==> src/rtl/axi_csr_pkg.sv <==
// -----------------------------------------------------------------------------
// axi_csr_pkg
// Shared definitions for the CSR fabric host side and its CSR responders:
//   - FSM state encoding of the single-outstanding AXI4 CSR master
//   - AXI4 burst / response encodings
//   - register offsets of the per-core reset-address / PC register block
//   - helper to derive AxSIZE from the data-bus width
// -----------------------------------------------------------------------------
package axi_csr_pkg;

   typedef enum logic [2:0] {
      IDLE    = 3'd0,
      WR_ADDR = 3'd1,
      WR_RESP = 3'd2,
      RD_ADDR = 3'd3,
      RD_RESP = 3'd4,
      RSP     = 3'd5
   } csr_state_e;

   localparam logic [1:0] BURST_INCR  = 2'b01;

   localparam logic [1:0] RESP_OKAY   = 2'b00;
   localparam logic [1:0] RESP_EXOKAY = 2'b01;
   localparam logic [1:0] RESP_SLVERR = 2'b10;
   localparam logic [1:0] RESP_DECERR = 2'b11;

   // Per-core register block layout (byte offsets, one block per core).
   localparam logic [11:0] CSR_CORE_STRIDE  = 12'h010;
   localparam logic [11:0] CSR_RST_ADDR_OFS = 12'h000;
   localparam logic [11:0] CSR_PC_OFS       = 12'h008;

   // AxSIZE encoding for a full-width beat: log2(bytes per beat).
   function automatic logic [2:0] axsize_of(input int data_w);
      return 3'($clog2(data_w / 8));
   endfunction

endpackage

==> src/rtl/axi_csr_master.sv <==
// -----------------------------------------------------------------------------
// axi_csr_master
// Single-outstanding AXI4 initiator. Converts a simple command/response
// interface into one-beat AXI4 reads or writes toward CSR responders.
// Every transaction carries a rolling ID; returned BID/RID and RLAST are
// checked and any inconsistency is flagged on rsp_err.
//
// Ports:
//   aclk, arstn                 clock, asynchronous active-low reset
//   cmd_valid/cmd_ready         command handshake
//   cmd_write, cmd_addr         1 = write / 0 = read, byte address
//   cmd_wdata, cmd_wstrb        write data and byte strobes
//   rsp_valid/rsp_ready         response handshake
//   rsp_rdata, rsp_resp         read data (0 for writes), BRESP/RRESP
//   rsp_err                     ID mismatch or missing RLAST
//   axi_aw*/w*/b*/ar*/r*        AXI4 master port
// -----------------------------------------------------------------------------
module axi_csr_master
   import axi_csr_pkg::*;
#(
   parameter int AXI_ID_WIDTH   = 8,
   parameter int AXI_ADDR_WIDTH = 12,
   parameter int AXI_DATA_WIDTH = 32   // 32 or 64
) (
   input  logic                          aclk,
   input  logic                          arstn,
   // command side
   input  logic                          cmd_valid,
   output logic                          cmd_ready,
   input  logic                          cmd_write,
   input  logic [AXI_ADDR_WIDTH-1:0]     cmd_addr,
   input  logic [AXI_DATA_WIDTH-1:0]     cmd_wdata,
   input  logic [AXI_DATA_WIDTH/8-1:0]   cmd_wstrb,
   // response side
   output logic                          rsp_valid,
   input  logic                          rsp_ready,
   output logic [AXI_DATA_WIDTH-1:0]     rsp_rdata,
   output logic [1:0]                    rsp_resp,
   output logic                          rsp_err,
   // AXI write address
   output logic [AXI_ID_WIDTH-1:0]       axi_awid,
   output logic [AXI_ADDR_WIDTH-1:0]     axi_awaddr,
   output logic [7:0]                    axi_awlen,
   output logic [2:0]                    axi_awsize,
   output logic [1:0]                    axi_awburst,
   output logic                          axi_awlock,
   output logic [3:0]                    axi_awcache,
   output logic [2:0]                    axi_awprot,
   output logic [3:0]                    axi_awqos,
   output logic                          axi_awvalid,
   input  logic                          axi_awready,
   // AXI write data
   output logic [AXI_DATA_WIDTH-1:0]     axi_wdata,
   output logic [AXI_DATA_WIDTH/8-1:0]   axi_wstrb,
   output logic                          axi_wlast,
   output logic                          axi_wvalid,
   input  logic                          axi_wready,
   // AXI write response
   input  logic [AXI_ID_WIDTH-1:0]       axi_bid,
   input  logic [1:0]                    axi_bresp,
   input  logic                          axi_bvalid,
   output logic                          axi_bready,
   // AXI read address
   output logic [AXI_ID_WIDTH-1:0]       axi_arid,
   output logic [AXI_ADDR_WIDTH-1:0]     axi_araddr,
   output logic [7:0]                    axi_arlen,
   output logic [2:0]                    axi_arsize,
   output logic [1:0]                    axi_arburst,
   output logic                          axi_arlock,
   output logic [3:0]                    axi_arcache,
   output logic [2:0]                    axi_arprot,
   output logic [3:0]                    axi_arqos,
   output logic                          axi_arvalid,
   input  logic                          axi_arready,
   // AXI read data
   input  logic [AXI_ID_WIDTH-1:0]       axi_rid,
   input  logic [AXI_DATA_WIDTH-1:0]     axi_rdata,
   input  logic [1:0]                    axi_rresp,
   input  logic                          axi_rlast,
   input  logic                          axi_rvalid,
   output logic                          axi_rready
);

   localparam logic [2:0] AXSIZE = axsize_of(AXI_DATA_WIDTH);
   localparam int         LSB    = $clog2(AXI_DATA_WIDTH / 8);
   // Clears the byte-offset bits so every access is bus-width aligned.
   localparam logic [AXI_ADDR_WIDTH-1:0] ADDR_MASK =
      ~(AXI_ADDR_WIDTH'((1 << LSB) - 1));

   csr_state_e                  state;
   logic [AXI_ID_WIDTH-1:0]     id_cnt;
   logic [AXI_ID_WIDTH-1:0]     id_q;
   logic [AXI_ADDR_WIDTH-1:0]   addr_q;
   logic [AXI_DATA_WIDTH-1:0]   wdata_q;
   logic [AXI_DATA_WIDTH/8-1:0] wstrb_q;
   logic                        aw_done;
   logic                        w_done;
   logic                        aw_hs;
   logic                        w_hs;

   assign aw_hs = axi_awvalid && axi_awready;
   assign w_hs  = axi_wvalid  && axi_wready;

   // Single-beat INCR, normal/non-cacheable/unprivileged access.
   assign axi_awlen   = '0;
   assign axi_awsize  = AXSIZE;
   assign axi_awburst = BURST_INCR;
   assign axi_awlock  = 1'b0;
   assign axi_awcache = '0;
   assign axi_awprot  = '0;
   assign axi_awqos   = '0;
   assign axi_arlen   = '0;
   assign axi_arsize  = AXSIZE;
   assign axi_arburst = BURST_INCR;
   assign axi_arlock  = 1'b0;
   assign axi_arcache = '0;
   assign axi_arprot  = '0;
   assign axi_arqos   = '0;

   // Address/ID/data come straight from the latched command, so payload is
   // stable for as long as the corresponding valid is held.
   assign axi_awid   = id_q;
   assign axi_arid   = id_q;
   assign axi_awaddr = addr_q;
   assign axi_araddr = addr_q;
   assign axi_wdata  = wdata_q;
   assign axi_wstrb  = wstrb_q;
   // Every write is one beat, so the only beat is always the last one.
   assign axi_wlast  = axi_wvalid;

   always_ff @(posedge aclk or negedge arstn) begin
      if (!arstn) begin
         state       <= IDLE;
         cmd_ready   <= 1'b1;
         id_cnt      <= '0;
         id_q        <= '0;
         addr_q      <= '0;
         wdata_q     <= '0;
         wstrb_q     <= '0;
         aw_done     <= 1'b0;
         w_done      <= 1'b0;
         axi_awvalid <= 1'b0;
         axi_wvalid  <= 1'b0;
         axi_bready  <= 1'b0;
         axi_arvalid <= 1'b0;
         axi_rready  <= 1'b0;
         rsp_valid   <= 1'b0;
         rsp_rdata   <= '0;
         rsp_resp    <= RESP_OKAY;
         rsp_err     <= 1'b0;
      end else begin
         case (state)
            // ---- command accept ----
            IDLE: begin
               if (cmd_valid) begin
                  cmd_ready <= 1'b0;
                  id_q      <= id_cnt;
                  id_cnt    <= id_cnt + 1'b1;
                  addr_q    <= cmd_addr & ADDR_MASK;
                  wdata_q   <= cmd_wdata;
                  wstrb_q   <= cmd_wstrb;
                  aw_done   <= 1'b0;
                  w_done    <= 1'b0;
                  if (cmd_write) begin
                     axi_awvalid <= 1'b1;
                     axi_wvalid  <= 1'b1;
                     state       <= WR_ADDR;
                  end else begin
                     axi_arvalid <= 1'b1;
                     state       <= RD_ADDR;
                  end
               end
            end
            // ---- write address / data issue ----
            WR_ADDR: begin
               // AW and W complete independently, in either order.
               if (aw_hs) begin
                  axi_awvalid <= 1'b0;
                  aw_done     <= 1'b1;
               end
               if (w_hs) begin
                  axi_wvalid <= 1'b0;
                  w_done     <= 1'b1;
               end
               if ((aw_done || aw_hs) && (w_done || w_hs)) begin
                  axi_bready <= 1'b1;
                  state      <= WR_RESP;
               end
            end
            // ---- write response ----
            WR_RESP: begin
               if (axi_bvalid) begin
                  axi_bready <= 1'b0;
                  rsp_rdata  <= '0;
                  rsp_resp   <= axi_bresp;
                  rsp_err    <= (axi_bid != id_q);
                  rsp_valid  <= 1'b1;
                  state      <= RSP;
               end
            end
            // ---- read address issue ----
            RD_ADDR: begin
               if (axi_arready) begin
                  axi_arvalid <= 1'b0;
                  axi_rready  <= 1'b1;
                  state       <= RD_RESP;
               end
            end
            // ---- read data ----
            RD_RESP: begin
               if (axi_rvalid) begin
                  axi_rready <= 1'b0;
                  rsp_rdata  <= axi_rdata;
                  rsp_resp   <= axi_rresp;
                  rsp_err    <= (axi_rid != id_q) || !axi_rlast;
                  rsp_valid  <= 1'b1;
                  state      <= RSP;
               end
            end
            // ---- response to requester ----
            RSP: begin
               if (rsp_ready) begin
                  rsp_valid <= 1'b0;
                  cmd_ready <= 1'b1;
                  state     <= IDLE;
               end
            end
            default: begin
               state     <= IDLE;
               cmd_ready <= 1'b1;
            end
         endcase
      end
   end

endmodule

==> config.mk <==
export PLATFORM = sky130hd
export DESIGN_NAME = axi_csr_master
export DESIGN_NICKNAME = d
export VERILOG_FILES = /design/src/rtl/axi_csr_pkg.sv /design/src/rtl/axi_csr_master.sv
export SDC_FILE = /design/constraint.sdc
export NUM_CORES = 1
export LEC_CHECK = 0
export CORE_ASPECT_RATIO = 1.75
export CORE_MARGIN = 2
export CORE_UTILIZATION = 35
export DETAILED_ROUTE_END_ITERATION = 12
export GPL_TIMING_DRIVEN = 0
export HOLD_SLACK_MARGIN = 0.12
export MAX_ROUTING_LAYER = met4
export PLACE_DENSITY_LB_ADDON = 0.08
export RECOVER_POWER = 100
export SYNTH_ARGS = -nofsm -noshare
export SYNTH_HDL_FRONTEND = slang
export SYNTH_SLANG_ARGS = --single-unit
export TNS_END_PERCENT = 50
==> constraint.sdc <==
create_clock -name aclk -period 3.5 [get_ports aclk]
set_input_delay 1.05 -clock aclk [delete_from_list [all_inputs] [get_ports aclk]]
set_output_delay 1.05 -clock aclk [all_outputs]
set_load 0.02 [all_outputs]
==> results of run 1 <==
layout make-up:
class	count	area, um2
clock inverters	5	42.5
plain buffers	92	654
flip-flops and latches	109	2730
inverters	4	15.0
multi-input cells	240	1760
clock buffers	11	243
fillers	1210	5980
well taps	177	221
repair buffers	224	2260
path summary, 6_finish.rpt:
path                                       start  slack [ns]                   endpoint
setup / recovery                       cmd_valid        0.65    axi_arid[5]$_DFFE_PN0P_
max in group asynchronous                  arstn        2.04      cmd_ready$_DFFE_PN1P_
hold / removal             id_cnt[7]$_DFFE_PN0P_        0.47      id_cnt[7]$_DFFE_PN0P_
hold reg to reg            id_cnt[7]$_DFFE_PN0P_        0.47      id_cnt[7]$_DFFE_PN0P_
min in group asynchronous                  arstn        0.68  axi_wdata[31]$_DFFE_PN0P_
setup reg to reg            state[0]$_DFFE_PN0P_        1.41    axi_arid[5]$_DFFE_PN0P_
worst max-delay path: cells and delay by family:
family / cells / cell delay (ns)
buf+inv: 3 / 1.42
mux: 1 / 0.35
simple gates: 1 / 0.26
flip-flops by register name, summed over array words and instances (netlist names), 2 cells and up:
register	count
axi_arid	8
rsp_rdata	32
axi_wstrb	4
axi_wdata	32
id_cnt	8
state	3
axi_araddr	10
rsp_resp	2
metal layers:
layer / GRT usage, % / wire length [um] / up-vias / part of all wire, %
met3: 4.50 / 959 / 19 / 7.1
met2: 32.3 / 7360 / 178 / 55
li1: - / - / 1822 / -
met4: 5.80 / 325 / 0 / 2.4
met1: 19.5 / 4800 / 1854 / 36
met5: - / 0 / - / 0
cell families after synthesis:
logic type / Yosys count
AOI/OAI and AO/OA: 62
xor gates and xnor gates: 23
adders and majority gates: 1
buffers and inverters: 96
DFF: 109
muxes: 59
other: 2
and+or+nand+nor: 41
placed cells by master, fill, tap and decap left out, types with 2 or more instances in the layout:
cell,instances
nor3_1,3
buf_2,4
buf_4,82
clkinv_4,2
clkbuf_16,9
conb_1,54
dfrtp_1,108
o21ai_0,7
mux2_2,56
xnor2_1,21
a22o_1,33
nand4_1,6
nor2b_1,2
inv_1,4
dlygate4sd3_1,119
clkdlybuf4s50_1,103
mux2i_1,3
a21oi_1,13
inv_6,2
nand2_1,9
nor2_1,7
nand3b_1,3
nand3_1,3
clkbuf_1,8
nand2b_1,2
xor2_1,2
a31oi_1,4
through the flow:
step           instance area [um2]  worst slack [ns]  utilization (%)
2_1_floorplan                 5180              1.50                -
3_3_place_gp                  7630             -2.85             54.9
3_5_place_dp                  7660             0.739             55.1
4_1_cts                       7950             0.850             57.1
5_1_grt                       7930             0.451             57.0
6_report                      7930             0.646             57.0
power groups by stage:
| stage | Combinational, W | Clock [W] | Sequential [W] |
|---|---|---|---|
| after global placement | 0.00352 | 0 | 0.00219 |
| after floorplan | 0.00136 | 0 | 0.00277 |
| after CTS | 0.00357 | 0.00102 | 0.00221 |
| after global routing | 0.00353 | 0.00106 | 0.00225 |
| after detailed placement | 0.00356 | 0 | 0.00223 |
| final | 0.00330 | 0.000980 | 0.00217 |
==> flow_summary.ini, run 1 <==
[worst_setup_path]
worstPathRequired_ns = 3.72
crit_chain = dlygate4sd3_1 -> nor4b_1 -> clkbuf_1 -> buf_4 -> mux2_2
rr_worst_depth = 5
critPathKind = input pin to flop
cp_max_fo = 10
worstSetupEndpointType = flop
crit_slowest_cell = dlygate4sd3_1
setup.worst_path.start_class = input pin
worst_path_largest_cell_delay_ns = 0.62
worstPathArrival_ns = 3.08

[place]
portBuffers = 223
hpwl_um = 10600
gp_congestion = 0.758
placed_cells = 846

[synthesis]
yosysUniqueCellTypes = 35
synthTopCellsByCount = dfrtp_1, buf_4, mux2_2, a22o_1, xnor2_1
yosys.cell_count.top_type = dfrtp_1
synth_seq_cells = 109
synth-async-reset-ratio_pct = 100
synthMuxAreaShare_pct = 13.2
synth_top_family_by_area = buffers and inverters
post_synth_fa_ha_maj_area_fraction_pct = 0.251
syn_inst = 393
synth_top_cell_by_area = dfrtp_1
synth_compound_area_share_pct = 9.13
synth.area.top_cells = dfrtp_1, mux2_2, buf_4, a22o_1, xnor2_1
yosysTopAreaCellShare_pct = 54.2
syn_area_um2 = 4990
ys_seq_area_share_pct = 54.7
synthSimpleGateAreaFrac_pct = 4.82
synth.avg_cell_area_um2 = 12.7
yosys_warnings = 0
synth_flop_cell = dfrtp_1
synth_edf_count = 0
synth_xor_area_share_pct = 4.04

[drt]
vias = 3873
wl_per_cell_um = 15.6
dr.pass1.iters = 4
drt_iter0_markers = 80
drc = 0
wl_um = 13500
avgViaCountPerCell = 4.49
ant_nets = 0

[die]
core.rowCount = 57
die_h_um = 162
core_um2 = 13900
dieArea_um2 = 15300
die_width_um = 94.2
ioPinCount = 280
initial_utilization_pct = 35.9

[power]
sw_frac_of_total_pct = 38.2
max-vdd-ir-drop_v = 0.000393
clkPwrFrac_pct = 15.2
power_density_nw_per_um2 = 814
switchingPower_w = 0.00247
leakagePower_nw = 3.69
p_total_w = 0.00645
power_frac_comb_pct = 51.1
seqPwrFrac_pct = 33.7
p_int_w = 0.00399

[global_routing]
antenna_found_initial = 0
grt_pass1_wl_um = 20900
grt_max_degree = 71
track_usage_pct = 18.1
grt.overflow.total = 0
grt_pass1_vias = 3990

[cells_and_area]
nNetsFinal = 792
final-instance-count-excl-fill = 862
drive_gt1_share_pct = 23.4
antennaDiodeCount = 0
areaGrowthSynthToFinish_pct = 59.0

[cts]
insertion_delay_ns = 0.35
numClockSinks = 109
cts_hold_buf = 0
cts_tree = built
cts-root-buf = clkbuf_16
postCtsSetupBuffers = 0
cts.htree.levels = 3
post_cts_resized = 0
path_clk_slew_ns = 0.07
cts_buffers = 9
cts_buffer_depth = 2

[timing]
post-route-min-period_ns = 2.85
finalSetupViolations = 0
fin_crit_sh_pct = 81.5
setup_tns_ns = 0
final_hold_viol_count = 0
slew_violations = 0
rsz0062_at_grt = no
skew_ns = 0.0147
slew_headroom_pct = 60.6
fin_hold_ws_ns = 0.469
fmax_ghz = 0.350
worst_pin_slew_ns = 0.590

[hold_path]
min_path_type = flop to flop
holdPathStages = 1

[run_status]
outcome = completed

[run]
cap_violations = 0
Power figures use the tool's default switching activity.
==> run 2, diff against run 1 <==
==> constraint.sdc (replaced) <==
create_clock -name aclk -period 2.9 [get_ports aclk]
set_input_delay 0.87 -clock aclk [delete_from_list [all_inputs] [get_ports aclk]]
set_output_delay 0.87 -clock aclk [all_outputs]
set_load 0.02 [all_outputs]
==> run 2 against run 1 <==
Against the previous run:
- power is 21% higher
- sequential power is 21% higher
- combinational power is 20% higher
- core utilization is 0.21 points lower
- critical path depth is 3 lower
- global-route usage stayed put
- die area stayed put
- cell count stayed put
- critical endpoint is now axi_awid[3]
- largest power group unchanged
- highest routed layer unchanged
==> flow_summary.ini, run 2 (synthesis results as in run 1) <==
[cells_and_area]
final_common_cell = dlygate4sd3_1
areaGrowthSynthToFinish_pct = 58.4
final_util_pct = 56.8
n_fill_cell = 1207
nNetsFinal = 792
antennaDiodeCount = 0
drive_gt1_share_pct = 23.2
layout_common_cells = dlygate4sd3_1, dfrtp_1, clkdlybuf4s50_1, buf_4, mux2_2

[die]
dieArea_um2 = 15300
ioPinCount = 280
die_width_um = 94.2
core.rowCount = 57
core_um2 = 13900
initial_utilization_pct = 35.9
die_h_um = 162

[cts]
cts.htree.levels = 3
numClockSinks = 109
postCtsSetupBuffers = 0
post_cts_resized = 0
cts_tree = built
cts-root-buf = clkbuf_16
insertion_delay_ns = 0.35
cts_buffer_depth = 2
cts_hold_buf = 0
cts_buffers = 9
path_clk_slew_ns = 0.07

[worst_setup_path]
critPathKind = flop to output pin
worstPathRequired_ns = 2.03
setup.worst_path.start_class = flop
worstPathArrival_ns = 1.65
worstSetupEndpointType = output pin
cp_max_fo = 5

[timing]
slew_violations = 0
fin_crit_sh_pct = 86.7
rsz0062_at_grt = no
finalSetupViolations = 0
slew_headroom_pct = 27.6
skew_ns = 0.0128
fmax_ghz = 0.398
fin_hold_ws_ns = 0.469
worst_pin_slew_ns = 1.08
final_hold_viol_count = 0
post-route-min-period_ns = 2.52

[power]
p_total_w = 0.00778
max-vdd-ir-drop_v = 0.000475
power_density_nw_per_um2 = 986
leakagePower_nw = 3.68

[drt]
drc = 0
drt_iter0_markers = 88
wl_per_cell_um = 15.7
avgViaCountPerCell = 4.50
dr.pass1.iters = 4
ant_nets = 0
wl_um = 13500
vias = 3877

[global_routing]
grt_pass1_vias = 3990
grt_pass1_wl_um = 20900
grt.overflow.total = 0
grt_max_degree = 71
track_usage_pct = 18.1
antenna_found_initial = 0

[place]
hpwl_um = 10600
gp_congestion = 0.758
portBuffers = 223

[run]
cap_violations = 0

[run_status]
outcome = completed

[hold_path]
min_path_type = flop to flop
## run 2: through the flow
step	instance area (um2)	setup TNS (ns)	cells	setup WS, ns
after floorplan	5180	0	445	1.08
after global routing	7900	0	862	0.215
after global placement	7630	-354.14	845	-3.27
after CTS	7950	0	862	0.430
final	7900	0	862	0.384
after detailed placement	7660	0	846	0.319
## run 2: report_power, final
group          internal, W  switching, W  total, W
Clock             0.000617      0.000570   0.00119
Sequential         0.00218      0.000437   0.00262
Combinational      0.00200       0.00197   0.00397
Total              0.00481       0.00298   0.00778
## run 2: layout make-up
| type | count | area [um2] | area share, % |
|---|---|---|---|
| clock buffer | 11 | 243 | 3.07 |
| buffer | 92 | 659 | 8.35 |
| clock inverter | 5 | 42.5 | 0.539 |
| tap | 177 | 221 | 2.80 |
| sequential | 109 | 2730 | 34.6 |
| timing repair buffer | 224 | 2230 | 28.3 |
| multi-input combinational | 240 | 1750 | 22.2 |
| inverter | 4 | 15.0 | 0.190 |
## run 2: final timing paths
check                                        start                        end  slack, ns  cells past startpoint
max in group asynchronous                    arstn  axi_wdata[14]$_DFFE_PN0P_       0.63                      2
hold / removal               id_cnt[7]$_DFFE_PN0P_      id_cnt[7]$_DFFE_PN0P_       0.47                      1
setup / recovery           axi_arid[3]$_DFFE_PN0P_                axi_awid[3]       0.38                      2
setup reg to reg              state[0]$_DFFE_PN0P_  rsp_rdata[17]$_DFFE_PN0P_       0.51                      6
hold reg to reg              id_cnt[7]$_DFFE_PN0P_      id_cnt[7]$_DFFE_PN0P_       0.47                      1
min in group asynchronous                    arstn  axi_wdata[31]$_DFFE_PN0P_       0.68                      1
## run 2: routing by layer
metal  GRT usage, %  vias up  wire, um
met5              -        -         0
met4           5.80        0       291
met3           4.50       17       955
met2           32.3      177      7390
met1           19.5     1862      4880
li1               -     1821         -
## run 2: critical path, cell delays in order (launching register included)
cell	delay [ns]
dfrtp_1	0.48
buf_4	0.15
dlygate4sd3_1	0.67
